$ cat src/rtl/ccl_label_scan.sv
// First-pass raster connected-component labeller: provisional labels plus union-find requests.
// Build option: define CCL_CONN8_EN for 8-connectivity (default is 4-connectivity).
module ccl_label_scan #(
    parameter int unsigned IMG_W   = 64,
    parameter int unsigned LABEL_W = 8
) (
    input  logic               clk,
    input  logic               reset_n,
    input  logic               pix_valid,
    input  logic               pix_bin,
    input  logic               pix_sof,
    output logic               pix_ready,
    output logic               lbl_valid,
    output logic [LABEL_W-1:0] lbl_out,
    output logic [1:0]         uf_op,
    output logic [LABEL_W-1:0] uf_node1,
    output logic [LABEL_W-1:0] uf_node2,
    input  logic               uf_idle,
    input  logic               uf_done,
    output logic               lbl_ovf
);
`ifdef CCL_CONN8_EN
    localparam int unsigned NN = 4;
`else
    localparam int unsigned NN = 2;
`endif
    localparam int unsigned      COL_W    = (IMG_W > 1) ? $clog2(IMG_W) : 1;
    localparam int unsigned      ROW_W    = 16;
    localparam logic [LABEL_W:0] MAX_LBL  = {1'b0, {LABEL_W{1'b1}}};
    localparam logic [LABEL_W:0] ONE_LBL  = 1;
    localparam logic [COL_W-1:0] LAST_COL = COL_W'(IMG_W - 1);

    typedef enum logic [1:0] {S_RUN, S_UREQ, S_UWAIT} state_t;
    state_t state, state_n;

    logic [LABEL_W-1:0] line_buf [IMG_W];
    logic [LABEL_W-1:0] nb       [NN];
    logic [LABEL_W-1:0] nb_reg   [NN];
    logic [COL_W-1:0]   col, col_e;
    logic [ROW_W-1:0]   row, row_e;
    logic [LABEL_W:0]   next_label, nl_e;
    logic [LABEL_W-1:0] left_reg, up_raw, min_nb, lbl_new, asg_reg, other;
    logic [NN-1:0]      pend, pend_new, sel;
    logic               accept, any_nb, new_lbl, ovf_e, ovf_set, dup;
`ifdef CCL_CONN8_EN
    logic [LABEL_W-1:0] ul_reg;
    logic [COL_W-1:0]   ur_idx;
`endif

    assign pix_ready = (state == S_RUN);
    assign accept    = pix_valid && (state == S_RUN);

    always_comb begin
        col_e   = pix_sof ? '0 : col;
        row_e   = pix_sof ? '0 : row;
        nl_e    = pix_sof ? ONE_LBL : next_label;
        ovf_e   = pix_sof ? 1'b0 : lbl_ovf;
        up_raw  = line_buf[col_e];
        nb[0]   = (col_e == '0) ? '0 : left_reg;
        nb[1]   = (row_e == '0) ? '0 : up_raw;
`ifdef CCL_CONN8_EN
        // up-left comes from the previous pixel's pre-write buffer read
        ur_idx  = (col_e == LAST_COL) ? '0 : col_e + 1'b1;
        nb[2]   = (row_e == '0 || col_e == '0) ? '0 : ul_reg;
        nb[3]   = (row_e == '0 || col_e == LAST_COL) ? '0 : line_buf[ur_idx];
`endif
        min_nb  = '1;
        any_nb  = 1'b0;
        for (int unsigned i = 0; i < NN; i++) begin
            if (nb[i] != '0 && nb[i] <= min_nb) begin
                min_nb = nb[i];
                any_nb = 1'b1;
            end
        end
        lbl_new  = '0;
        new_lbl  = 1'b0;
        ovf_set  = 1'b0;
        pend_new = '0;
        dup      = 1'b0;
        if (pix_bin) begin
            if (any_nb) begin
                lbl_new = min_nb;
                for (int unsigned i = 0; i < NN; i++) begin
                    dup = 1'b0;
                    for (int unsigned j = 0; j < i; j++)
                        if (nb[j] == nb[i]) dup = 1'b1;
                    if (nb[i] != '0 && nb[i] != min_nb && !dup) pend_new[i] = 1'b1;
                end
            end else if (nl_e <= MAX_LBL) begin
                lbl_new = nl_e[LABEL_W-1:0];
                new_lbl = 1'b1;
            end else begin
                ovf_set = 1'b1;
            end
        end
        // pending unions are a mask over neighbour slots; serve lowest slot first
        sel   = pend & (~pend + 1'b1);
        other = '0;
        for (int unsigned i = 0; i < NN; i++)
            if (sel[i]) other = nb_reg[i];
    end

    always_comb begin
        state_n  = state;
        uf_op    = 2'b00;
        uf_node1 = '0;
        uf_node2 = '0;
        case (state)
            S_RUN:   if (pix_valid && pend_new != '0) state_n = S_UREQ;
            S_UREQ:  if (uf_idle) begin
                         uf_op    = 2'b01;
                         uf_node1 = asg_reg;
                         uf_node2 = other;
                         state_n  = S_UWAIT;
                     end
            S_UWAIT: if (uf_done) state_n = ((pend & ~sel) != '0) ? S_UREQ : S_RUN;
            default: state_n = S_RUN;
        endcase
    end

    always_ff @(posedge clk or negedge reset_n) begin
        if (!reset_n) state <= S_RUN;
        else          state <= state_n;
    end

    always_ff @(posedge clk) begin
        if (accept) line_buf[col_e] <= lbl_new;
    end

    always_ff @(posedge clk or negedge reset_n) begin
        if (!reset_n) begin
            lbl_valid  <= 1'b0;
            lbl_out    <= '0;
            lbl_ovf    <= 1'b0;
            col        <= '0;
            row        <= '0;
            next_label <= ONE_LBL;
            left_reg   <= '0;
            asg_reg    <= '0;
            pend       <= '0;
            nb_reg     <= '{default: '0};
`ifdef CCL_CONN8_EN
            ul_reg     <= '0;
`endif
        end else begin
            lbl_valid <= accept;
            if (accept) begin
                lbl_out    <= lbl_new;
                col        <= (col_e == LAST_COL) ? '0 : col_e + 1'b1;
                row        <= (col_e == LAST_COL && row_e != '1) ? row_e + 1'b1 : row_e;
                next_label <= nl_e + {{LABEL_W{1'b0}}, new_lbl};
                lbl_ovf    <= ovf_e | ovf_set;
                left_reg   <= lbl_new;
                asg_reg    <= min_nb;
                pend       <= pend_new;
                nb_reg     <= nb;
`ifdef CCL_CONN8_EN
                ul_reg     <= up_raw;
`endif
            end else if (state == S_UWAIT && uf_done) begin
                pend <= pend & ~sel;
            end
        end
    end
endmodule
$ cat config.mk
export PLATFORM = sky130hd
export DESIGN_NAME = ccl_label_scan
export DESIGN_NICKNAME = d
export VERILOG_FILES = /design/src/rtl/ccl_label_scan.sv
export SDC_FILE = /design/constraint.sdc
export NUM_CORES = 1
export LEC_CHECK = 0
export BUFFER_PORTS_ARGS = -buffer_cell sky130_fd_sc_hd__buf_2
export CORE_AREA = 3 3 274 276
export CTS_CLUSTER_DIAMETER = 120
export DETAILED_ROUTE_END_ITERATION = 12
export DIE_AREA = 0 0 277 279
export MAX_ROUTING_LAYER = met4
export PLACE_DENSITY = 0.59
export SYNTH_ARGS = -nofsm -noshare
export SYNTH_HDL_FRONTEND = slang
export SYNTH_SLANG_ARGS = --single-unit
$ cat constraint.sdc
create_clock -name clk -period 8.8 [get_ports clk]
set_input_delay 1.76 -clock clk [delete_from_list [all_inputs] [get_ports clk]]
set_output_delay 1.76 -clock clk [all_outputs]
set_load 0.01 [all_outputs]
[Word-level counts from Yosys, hierarchy flattened]
Memories as Yosys holds them, arrays and structs flattened.
Cells that the tools add are included.
Word-level totals
  bits in writable memories: 512
  bits of input ports: 7
  output and inout bits: 29
  word-level logic and storage cells: 98
  flip-flop bits (word level): 69
  memories kept: 1
Cells by class
  reductions and logical operators: 19
  bitwise operators: 5
  equality and inequality tests: 10
  magnitude comparators: 3
  multiplexer cells: 45
  $add $sub $neg: 4
Memory list
  line_buf: words 64, bits a word 8, rd ports 1, clocked after memory_dff 0, wr ports 1, line 36  | logic [LABEL_W-1:0] line_buf [IMG_W];
Operators with widths (number)
  two-way mux 8 bit: 13
  two-way mux 16 bit: 2
  two-way mux 1 bit: 19
  adder 16 x 1 -> 16 bit, second input constant: 1
  zero test 16 bit: 1
  inequality test 16 bit, second input constant: 1
  inequality test 8 bit: 2
  nonzero test 8 bit: 2
  two-way mux 2 bit: 7
  two-way mux 6 bit: 2
  adder 9 x 1 -> 9 bit: 1
  <= comparator 9 x 8 -> 1 bit, second input constant: 1
  logical AND 1 bit: 9
  two-way mux 9 bit: 1
  equality test 8 bit: 1
  <= comparator 8 bit: 1
  <= comparator 8 bit, second input constant: 1
  adder 6 x 1 -> 6 bit, second input constant: 1
  equality test 6 bit, second input constant: 1
  zero test 6 bit: 1
  one-hot mux 2 bit (3 select lines): 1
  nonzero test 2 bit: 3
  bitwise AND 2 bit: 2
  inequality test 2 bit, second input constant: 2
  other kinds (9): 10

[Logic depth before layout (Yosys ltp)]
  depth after elaboration: 20
  mapped depth: 29
  depth with buffers taken out: 24

[Worst setup path before layout]
No wires, ideal clock.
  path type: input to register
  start point: in pix_sof
  end point: mem line_buf[0][3] (data pin)
  setup slack: 0.936 ns
  data required time: 8.301 ns
  path buffers: 6
  setup time: 0.499 ns
  data arrival time: 7.365 ns
  stages: 24
  path through: buf_6 buf_2 buf_2 buf_1 nor2b_1 inv_1 ha_1 nor4b_1 a41o_1 buf_1 a21oi_1 o2111ai_2 inv_1 ha_1 nor2b_1 o21a_1 o21a_1 o21ai_0 a21oi_1 o31ai_1 o41ai_4 buf_6 a31o_1 nor2_1
RTL lines
  start: declaration: line 11  | input logic pix_sof,
  end: declaration: line 36

==> impl_metrics.yaml <==
logic_synthesis:
  synth_edf_count: 512
  ys_top_cells_by_area: "edfxtp_1 (61%), dfrtp_1 (6.7%), mux2i_1 (4.2%)"
  syn_inst: 1793
  syn_nets: 1814
  yosys.area.top_type: "edfxtp_1"
  ys.warnings.count: 0
  synth_most_common_cell: "edfxtp_1"
  ys.flop_type: "edfxtp_1"
  synth_commonest_cells: "edfxtp_1 (512), nor2_1 (137), nand2_1 (122)"
  avgSynthCellArea_um2: 14.2
  synth_seq_cells: 581
  async_flop_share_pct: 11.9
  yosysSeqAreaShare_pct: 67.3
  yosysTopAreaCellShare_pct: 60.5
  ys_types: 104
  synth_area_um2: 25400
finish:
  fillCellCount: 6831
  layout.cells.non_filler: 2819
  area.growth.synth_to_final_pct: 11.2
  multi_input_area_um2: 7470
  design_area_um2: 28200
  drive_above_1_share_pct: 13.0
  final_nets: 1834
  regArea_um2: 17100
  largest_register_ffs: 512
drt:
  ant_nets: 0
  drc: 0
  wl_um: 75100
  num_vias: 16300
  vias_per_cell: 5.79
  first_pass_iters: 6
  wire_per_inst_um: 26.6
  drt_iter0_drc: 2093
global_route:
  antenna_found_initial: 1
  use_met2_pct: 29.9
  grt_pass1_vias: 16000
  busiest_layer: "met2"
  grtUsageTotal_pct: 19.6
  gr-usage-met3_pct: 3.44
  grt_pass1_wl_um: 111000
  use_met1_pct: 26.6
  overflow: 0
  grt_max_degree: 81
timing:
  report.final.slew_viol_count: 0
  worst_pin_slew_ns: 1.19
  rsz0062_at_grt: "no"
  slew_headroom_pct: 20.4
  setup_violations: 0
  final-hold-violation-count: 0
  fin_crit_sh_pct: 84.7
  fin_skew_ns: 0.0522
  fin_ws_ns: 1.35
  totalNegativeSetupSlack_ns: 0
  fin_crit_ns: 7.45
  whs_ns: 0.471
  fmax_ghz: 0.134
clock_network:
  clk_pin_slew_worst_paths_ns: 0.06
  htreeDepth: 2
  cts_root_buf: "clkbuf_16"
  cts_tree: "built"
  holdBufCountCts: 0
  clockBufferDepth: 3
  postCtsSetupBuffers: 0
  clk_latency_ns: 0.66
  cts_made_buffers: 58
  cts.repair.resized: 0
  clock-sinks: 581
critical_path:
  critPathMaxStageDelay_ns: 0.85
  worst-setup-path-type: "in -> reg"
  worst_setup_path_start_kind: "input port"
  cp_common_cell: "buf_4"
  path_buf_inv: 5
  end_kind: "flop"
  path_max_fanout: 64
  crit_arrival_ns: 7.76
  path_cells: "buf_4, and3b_1, buf_4, a22oi_1, o2111ai_1, a311oi_1, o2111ai_2, buf_4, inv_1, ha_1, nor2b_1, o21a_1, o21a_1, o21ai_0, a21oi_1, o31ai_1, o41ai_4, a21oi_1, and2_2, buf_4"
  slowest_stage: "and3b_1"
  worstPathRequired_ns: 9.11
  cp_top_family: "compound AO/OA/AOI/OAI gates"
placement:
  port_buffers: 34
  place_ws_ns: 0.829
  gp_congestion: 0.920
  hpwlAfterDp_um: 47300
  post-place-cells: 2712
  placed_cell_area_um2: 26500
floorplan:
  core_um2: 72800
  num_rows: 99
  initial_utilization_pct: 34.9
  die_w_um: 277
  io_pins: 36
  die_h_um: 279
  die-area_um2: 77300
power:
  ir_drop_uv: 194
  power-per-cell-area_nw_per_um2: 302
  total_leakage_power_nw: 9.44
hold_path:
  hold_class: "reg -> reg"
status:
  status: "complete, no violations"
flow_run:
  max-cap-violations: 0
==> cell usage in the layout (no fill, tap or decap), types with 9 or more instances in the layout <==
cell type and n:
nand2b_1 11, clkbuf_1 9, mux2_2 12, nor3_1 22
nand4_1 14, nand2_1 121, inv_1 27, nor2b_1 13
o21ai_1 12, dfrtp_1 65, or3_1 12, a22oi_1 33
nor4_1 9, and2_1 14, nor2_1 130, o21ai_0 74
xor2_1 13, ha_1 14, nor2_4 9, buf_2 32
a21o_1 12, buf_4 48, clkinv_2 9, o32a_1 9
nor3b_1 30, o221ai_1 14, a21oi_1 39, mux4_2 12
o211ai_1 13, a31oi_1 11, clkinv_1 21, mux2i_1 107
nand3_1 32, o22ai_1 46, clkbuf_16 58, edfxtp_1 512
a2bb2oi_1 17, a211oi_1 14, a22o_1 11
==> power by group <==
part | switching [W] | internal [W] | total (W)
combinational | 0.00177 | 0.000780 | 0.00255
clock | 0.00107 | 0.00127 | 0.00234
sequential | 0.000200 | 0.00345 | 0.00365
==> area by class of cell <==
class	count	area share, %
inverters	31	0.412
clock inverters	37	0.953
flip-flops and latches	581	60.6
well taps	959	4.25
clock buffers	68	5.31
multi-input cells	1059	26.5
repair buffers	82	1.99
diodes	2	0.0177
==> path summary, 6_finish.rpt <==
path / start / cells past startpoint / end / slack [ns]
max: pix_sof / 20 / line_buf[6][2] / 1.35
min: next_label[0] / 2 / next_label[0] / 0.47
max reg2reg: col[2] / 20 / line_buf[6][2] / 1.60
min reg2reg: next_label[0] / 2 / next_label[0] / 0.47
max in group asynchronous: reset_n / 1 / col[2] / 6.83
min in group asynchronous: reset_n / 1 / row[7] / 1.29
==> per-stage QoR <==
stage / util, % / total power, W
after floorplan: - / 0.00533
after global placement: 36.3 / 0.00620
after detailed placement: 36.3 / 0.00621
after CTS: 38.8 / 0.00853
after global routing: 38.8 / 0.00884
final: 38.8 / 0.00854
==> kinds of logic after synthesis <==
family,Yosys count,synth area share [%]
flip-flops,581,67.3
multiplexers,131,5.81
AND/OR/NAND/NOR,474,9.80
other,1,0.0148
adder cells (fa/ha/maj),14,0.690
XOR/XNOR,20,0.690
buffers and inverters,153,3.49
AO/OA/AOI/OAI,419,12.2
==> per-layer routing <==
layer	routed length (um)	part of all wire, %
met2	34300	46
met4	2610	3.5
met1	31200	42
met5	0	0
met3	6980	9.3
==> worst min-delay path: stages, from the launching register on <==
cell and delay (ns):
dfstp_2 0.37, nand2_1 0.05, nand2_1 0.05
Note: power is estimated with default switching activity, not from simulation.
